<file path="src/rtl/mem_bus_arbiter.sv">
// Two-requester (cpu / dma) arbiter for a single memory port with burst-limited
// round-robin ownership and tagged routing of pipelined read data.
module mem_bus_arbiter #(
    parameter int unsigned AW        = 32,
    parameter int unsigned DW        = 32,
    parameter int unsigned MAX_BURST = 8,
    parameter int unsigned MEM_LAT   = 1
) (
    input  logic          clock,
    input  logic          reset,
    input  logic          cpu_req,
    input  logic          cpu_rw,
    input  logic [AW-1:0] cpu_addr,
    input  logic [DW-1:0] cpu_wdata,
    output logic          cpu_gnt,
    output logic          cpu_rvalid,
    input  logic          dma_req,
    input  logic          dma_rw,
    input  logic [AW-1:0] dma_addr,
    input  logic [DW-1:0] dma_wdata,
    output logic          dma_gnt,
    output logic          dma_rvalid,
    output logic [DW-1:0] rdata,
    output logic          mem_en,
    output logic          mem_rw,
    output logic [AW-1:0] mem_addr,
    output logic [DW-1:0] mem_wdata,
    input  logic [DW-1:0] mem_rdata,
    output logic          owner,
    output logic          busy
);

    localparam int unsigned CW = $clog2(MAX_BURST + 1);

    typedef enum logic [1:0] {
        IDLE    = 2'd0,
        OWN_CPU = 2'd1,
        OWN_DMA = 2'd2
    } state_t;

    state_t               r_state;
    state_t               w_next_state;
    logic [CW-1:0]        r_beat_cnt;
    logic [CW-1:0]        w_next_cnt;
    logic                 r_last_owner;   // 1 = dma
    logic                 w_next_last;
    logic [MEM_LAT-1:0]   r_tag_v;
    logic [MEM_LAT-1:0]   r_tag_p;

    logic                 w_own_cpu;
    logic                 w_own_dma;
    logic                 w_beat;
    logic                 w_last_beat;

    always_comb begin
        w_own_cpu   = (r_state == OWN_CPU);
        w_own_dma   = (r_state == OWN_DMA);
        w_beat      = (w_own_cpu & cpu_req) | (w_own_dma & dma_req);
        w_last_beat = (r_beat_cnt == CW'(MAX_BURST - 1));
    end

    always_comb begin
        w_next_state = r_state;
        w_next_cnt   = r_beat_cnt;
        w_next_last  = r_last_owner;
        case (r_state)
            IDLE: begin
                w_next_cnt = '0;
                // Ties go to whichever port did not own the bus most recently.
                if (cpu_req && dma_req) begin
                    w_next_state = r_last_owner ? OWN_CPU : OWN_DMA;
                end else if (cpu_req) begin
                    w_next_state = OWN_CPU;
                end else if (dma_req) begin
                    w_next_state = OWN_DMA;
                end
            end
            OWN_CPU: begin
                if (!cpu_req) begin
                    w_next_state = dma_req ? OWN_DMA : IDLE;
                    w_next_cnt   = '0;
                    w_next_last  = 1'b0;
                end else if (w_last_beat) begin
                    w_next_cnt = '0;
                    if (dma_req) begin
                        w_next_state = OWN_DMA;
                        w_next_last  = 1'b0;
                    end
                end else begin
                    w_next_cnt = r_beat_cnt + CW'(1);
                end
            end
            OWN_DMA: begin
                if (!dma_req) begin
                    w_next_state = cpu_req ? OWN_CPU : IDLE;
                    w_next_cnt   = '0;
                    w_next_last  = 1'b1;
                end else if (w_last_beat) begin
                    w_next_cnt = '0;
                    if (cpu_req) begin
                        w_next_state = OWN_CPU;
                        w_next_last  = 1'b1;
                    end
                end else begin
                    w_next_cnt = r_beat_cnt + CW'(1);
                end
            end
            default: begin
                w_next_state = IDLE;
                w_next_cnt   = '0;
            end
        endcase
    end

    always_comb begin
        mem_en    = w_beat;
        mem_rw    = 1'b1;
        mem_addr  = '0;
        mem_wdata = '0;
        if (w_own_cpu && cpu_req) begin
            mem_rw    = cpu_rw;
            mem_addr  = cpu_addr;
            mem_wdata = cpu_wdata;
        end else if (w_own_dma && dma_req) begin
            mem_rw    = dma_rw;
            mem_addr  = dma_addr;
            mem_wdata = dma_wdata;
        end
        cpu_gnt    = w_own_cpu;
        dma_gnt    = w_own_dma;
        owner      = w_own_dma;
        busy       = (r_state != IDLE);
        rdata      = mem_rdata;
        cpu_rvalid = r_tag_v[MEM_LAT-1] & ~r_tag_p[MEM_LAT-1];
        dma_rvalid = r_tag_v[MEM_LAT-1] &  r_tag_p[MEM_LAT-1];
    end

    always_ff @(posedge clock or negedge reset) begin
        if (!reset) begin
            r_state      <= IDLE;
            r_beat_cnt   <= '0;
            r_last_owner <= 1'b1;
        end else begin
            r_state      <= w_next_state;
            r_beat_cnt   <= w_next_cnt;
            r_last_owner <= w_next_last;
        end
    end

    // Tag pipeline runs independently of ownership so reads survive a hand-off.
    always_ff @(posedge clock or negedge reset) begin
        if (!reset) begin
            r_tag_v <= '0;
            r_tag_p <= '0;
        end else begin
            r_tag_v[0] <= w_beat & mem_rw;
            r_tag_p[0] <= w_own_dma;
            for (int unsigned i = 1; i < MEM_LAT; i++) begin
                r_tag_v[i] <= r_tag_v[i-1];
                r_tag_p[i] <= r_tag_p[i-1];
            end
        end
    end

endmodule

</file>
<file path="config.mk">
export PLATFORM = sky130hd
export DESIGN_NAME = mem_bus_arbiter
export DESIGN_NICKNAME = d
export VERILOG_FILES = /design/src/rtl/mem_bus_arbiter.sv
export SDC_FILE = /design/constraint.sdc
export NUM_CORES = 1
export LEC_CHECK = 0
export CAP_MARGIN = 20
export CORE_AREA = 5 5 101 103
export DETAILED_ROUTE_END_ITERATION = 8
export DIE_AREA = 0 0 106 108
export PLACE_DENSITY_LB_ADDON = 0.12
export SKIP_CTS_REPAIR_TIMING = 1
export SLEW_MARGIN = 20
export SYNTH_ARGS = -nofsm -noshare
export SYNTH_HDL_FRONTEND = slang
export SYNTH_SLANG_ARGS = --single-unit
</file>
<file path="constraint.sdc">
create_clock -name clock -period 5.8 [get_ports clock]
set_input_delay 1.74 -clock clock [delete_from_list [all_inputs] [get_ports clock]]
set_output_delay 1.74 -clock clock [all_outputs]
set_load 0.01 [all_outputs]
</file>
==> results.md <==
- Fin. max-slew vios: 0
- HPWL after detailed placement: approximately 6800 um
- Setup slack at placement: around 330 ps
- Register area share after synthesis: 15.47%
- Slew margin rel.: between 70% and 80%
- Routed WL: approximately 8200 um
- Grt ovf: 0
- Hold Path Class: reg2reg
- Final setup vio count: 0
- Worst setup EP type: output port
- Clk Latency, worst-skew pair: between 200 and 250 ps
- Post-layout nets: 508
- Syn Std Cell Area: 1464 sq um
- I/O pins: 270
- Setup Skew: 3.702 ps
- DR vias/cell: 4.519
- Largest net degree at the start of global routing: 52
- Syn Nets: 342
- Clock-pin slew of the registers on the worst-case setup and hold paths: 40 ps
- CTS Buf Count: 3
- # DRC: 0
- Area grow syn2layout: 131.8%
- TritonRoute pass-1 iters: 3
- Number of port buffers: 205
- GPL Wtd Cong: around 0.72
- Per-cell routed wire length: about 18 um
- Fin crit period: 5432 ps
- Area after DPL: approximately 3300 sq um
- Die area: 11450 sq um
- Core area: between 9000 and 10000 sq um
- Max FO, Critical Path: 26
- Cell area after layout: 3393 sq um
- Initial antenna violation count: 0
- ANT cells: 0
- Leak: between 1 and 1.5 nW
- DRT antenna net count: 0
- Overall Global Routing Usage: approximately an eighth
- Worst hold slack: about 500 ps
- Worst-margin pin slew: just under 400 ps
- Initial Util: between 10% and 20%
- Peak VDD IR: between 0.1 and 0.15 mV
- CTS tree: yes
- Initial DRC Count: 57
- Die H: 108 um
- Synth cell types: 26
- Final WS setup: 368.0 ps
- Vias in the first global route: just over 2000
- Max cap viols: 0
- Period utilisation layout: between 90% and 100%
- Clock tree sinks: 9
- Reg area: ~230 sq um
- Final hold viol count: 0
- Crit path kind: in2out
- # fillers: 943
- PwrDens: approximately 240 nW/um^2
- H-tree Lvls: 1
- CP Data Arrival Time: roughly 3700 ps
- Syn_area_per_cell: 8.561 sq um
- Max clock buf depth: 2
- RSZ-0062 raised after global routing: no
- Startpoint Class: input port
- Row Count: 35
- Vias: slightly above 2000
- Status: complete, no violations
- Area of the multi-input gates: 857.1 sq um
- Seq cells post-synth: 9
- Share of layout cells above drive strength 1: around 3.0%
- First-pass GRT wire length: 11300 um
- Fmax achieved: approximately 180 MHz
- Clk root buf: clkbuf_8
- Yosys Warn Count: 0
- Critical path required time: 4060 ps
- Setup Total Neg Slack: 0 ps
- Die width: about 110 um
- Mapped Cells: approximately 170
-- cells in the final DEF, fill, tap and decap left out, drive strengths merged, types with 2 or more instances in the layout --
cell           Yosys  layout
clkdlybuf4s50      0     205
a22o              66      66
dfrtp              8       8
nand2              6       6
a21oi              6       6
nor2               6       6
inv                5       5
ha                 5       5
clkbuf             0       4
buf               48       4
nor3               2       2
nor2b              2       2
nand2b             2       2
o21ai              2       2
o22ai              2       2
and2               2       2
-- layout make-up --
cell class | count | area share, %
clock buffers | 4 | 1.327
flip-flops and latches | 9 | 6.674
repair buffers | 209 | 62.09
well taps | 111 | 4.093
inverters | 5 | 0.5531
multi-input cells | 109 | 25.26
-- sequential cells by signal (all words and copies together) (netlist names) --
| name | count |
|---|---|
| r_beat_cnt | 4 |
| r_last_owner | 1 |
| r_state | 2 |
| r_tag_p | 1 |
| r_tag_v | 1 |
-- per-stage QoR --
step / power [mW] / std cells / utilization [%]
after floorplan: 0.4252 / 171 / -
after global placement: 0.7626 / 443 / 36.76
after detailed placement: 0.7647 / 443 / 36.76
after CTS: 0.8389 / 447 / 37.25
after global routing: 0.8805 / 447 / 37.25
final: 0.8250 / 447 / 37.25
-- power by group --
group | total (mW) | switching (mW) | internal [mW]
clock | 0.0691 | 0.0215 | 0.0476
combinational | 0.663 | 0.273 | 0.390
sequential | 0.0930 | 0.0126 | 0.0804
-- worst max-delay path, cell delays in order --
cell             delay [ps]
clkdlybuf4s50_1         500
and2_2                  260
nor2_4                  140
buf_4                   320
a22o_1                  190
clkdlybuf4s50_1         540
-- Yosys cell counts --
cell type	instances	area, sq um
buf_6	6	67.56
a22oi_1	1	7.510
nor3_1	2	10.01
mux2i_1	1	10.01
o22ai_1	2	12.51
dfstp_2	1	26.28
a22o_1	66	578.1
nor2_1	5	18.77
ha_1	5	62.56
and3b_1	1	8.760
xnor2_1	1	8.760
buf_2	8	40.04
and2_1	2	12.51
and3_1	1	6.260
inv_1	5	18.77
nor2_4	1	11.26
buf_4	34	255.2
nand3_1	1	5.000
a21boi_1	1	7.510
a21oi_1	6	30.03
dfrtp_1	8	200.2
nor2b_1	2	12.51
o21ai_0	2	10.01
a221oi_1	1	8.760
nand2_1	6	22.52
nand2b_1	2	12.51
-- worst paths after layout --
check                                end  slack [ps]          start  cells after the start
max                        mem_wdata[18]         370        cpu_req                      6
min                        r_beat_cnt[0]         490  r_beat_cnt[0]                      1
max reg2reg                      r_tag_v        4100     r_state[1]                      6
min reg2reg                r_beat_cnt[0]         490  r_beat_cnt[0]                      1
max in group asynchronous   r_last_owner        3680          reset                      1
min in group asynchronous     r_state[1]        1800          reset                      1
-- layer usage --
| layer | vias to the layer above | global-route usage (%) | routed length (um) |
|---|---|---|---|
| li1 | 950 | - | - |
| met1 | 920 | 15.17 | 3321 |
| met2 | 142 | 21.68 | 3934 |
| met3 | 8 | 3.881 | 796 |
| met4 | 0 | 2.498 | 109 |
| met5 | - | 0 | 0 |
-- cell families after synthesis --
group / count (synthesis) / synth area share (%)
AND/OR/NAND/NOR: 23 / 8.205
XOR/XNOR: 1 / 0.5984
AO/OA/AOI/OAI: 79 / 44.70
buffers and inverters: 53 / 26.07
adder cells (fa/ha/maj): 5 / 4.274
multiplexers: 1 / 0.6838
flip-flops: 9 / 15.47
Power figures use the tool's default switching activity.
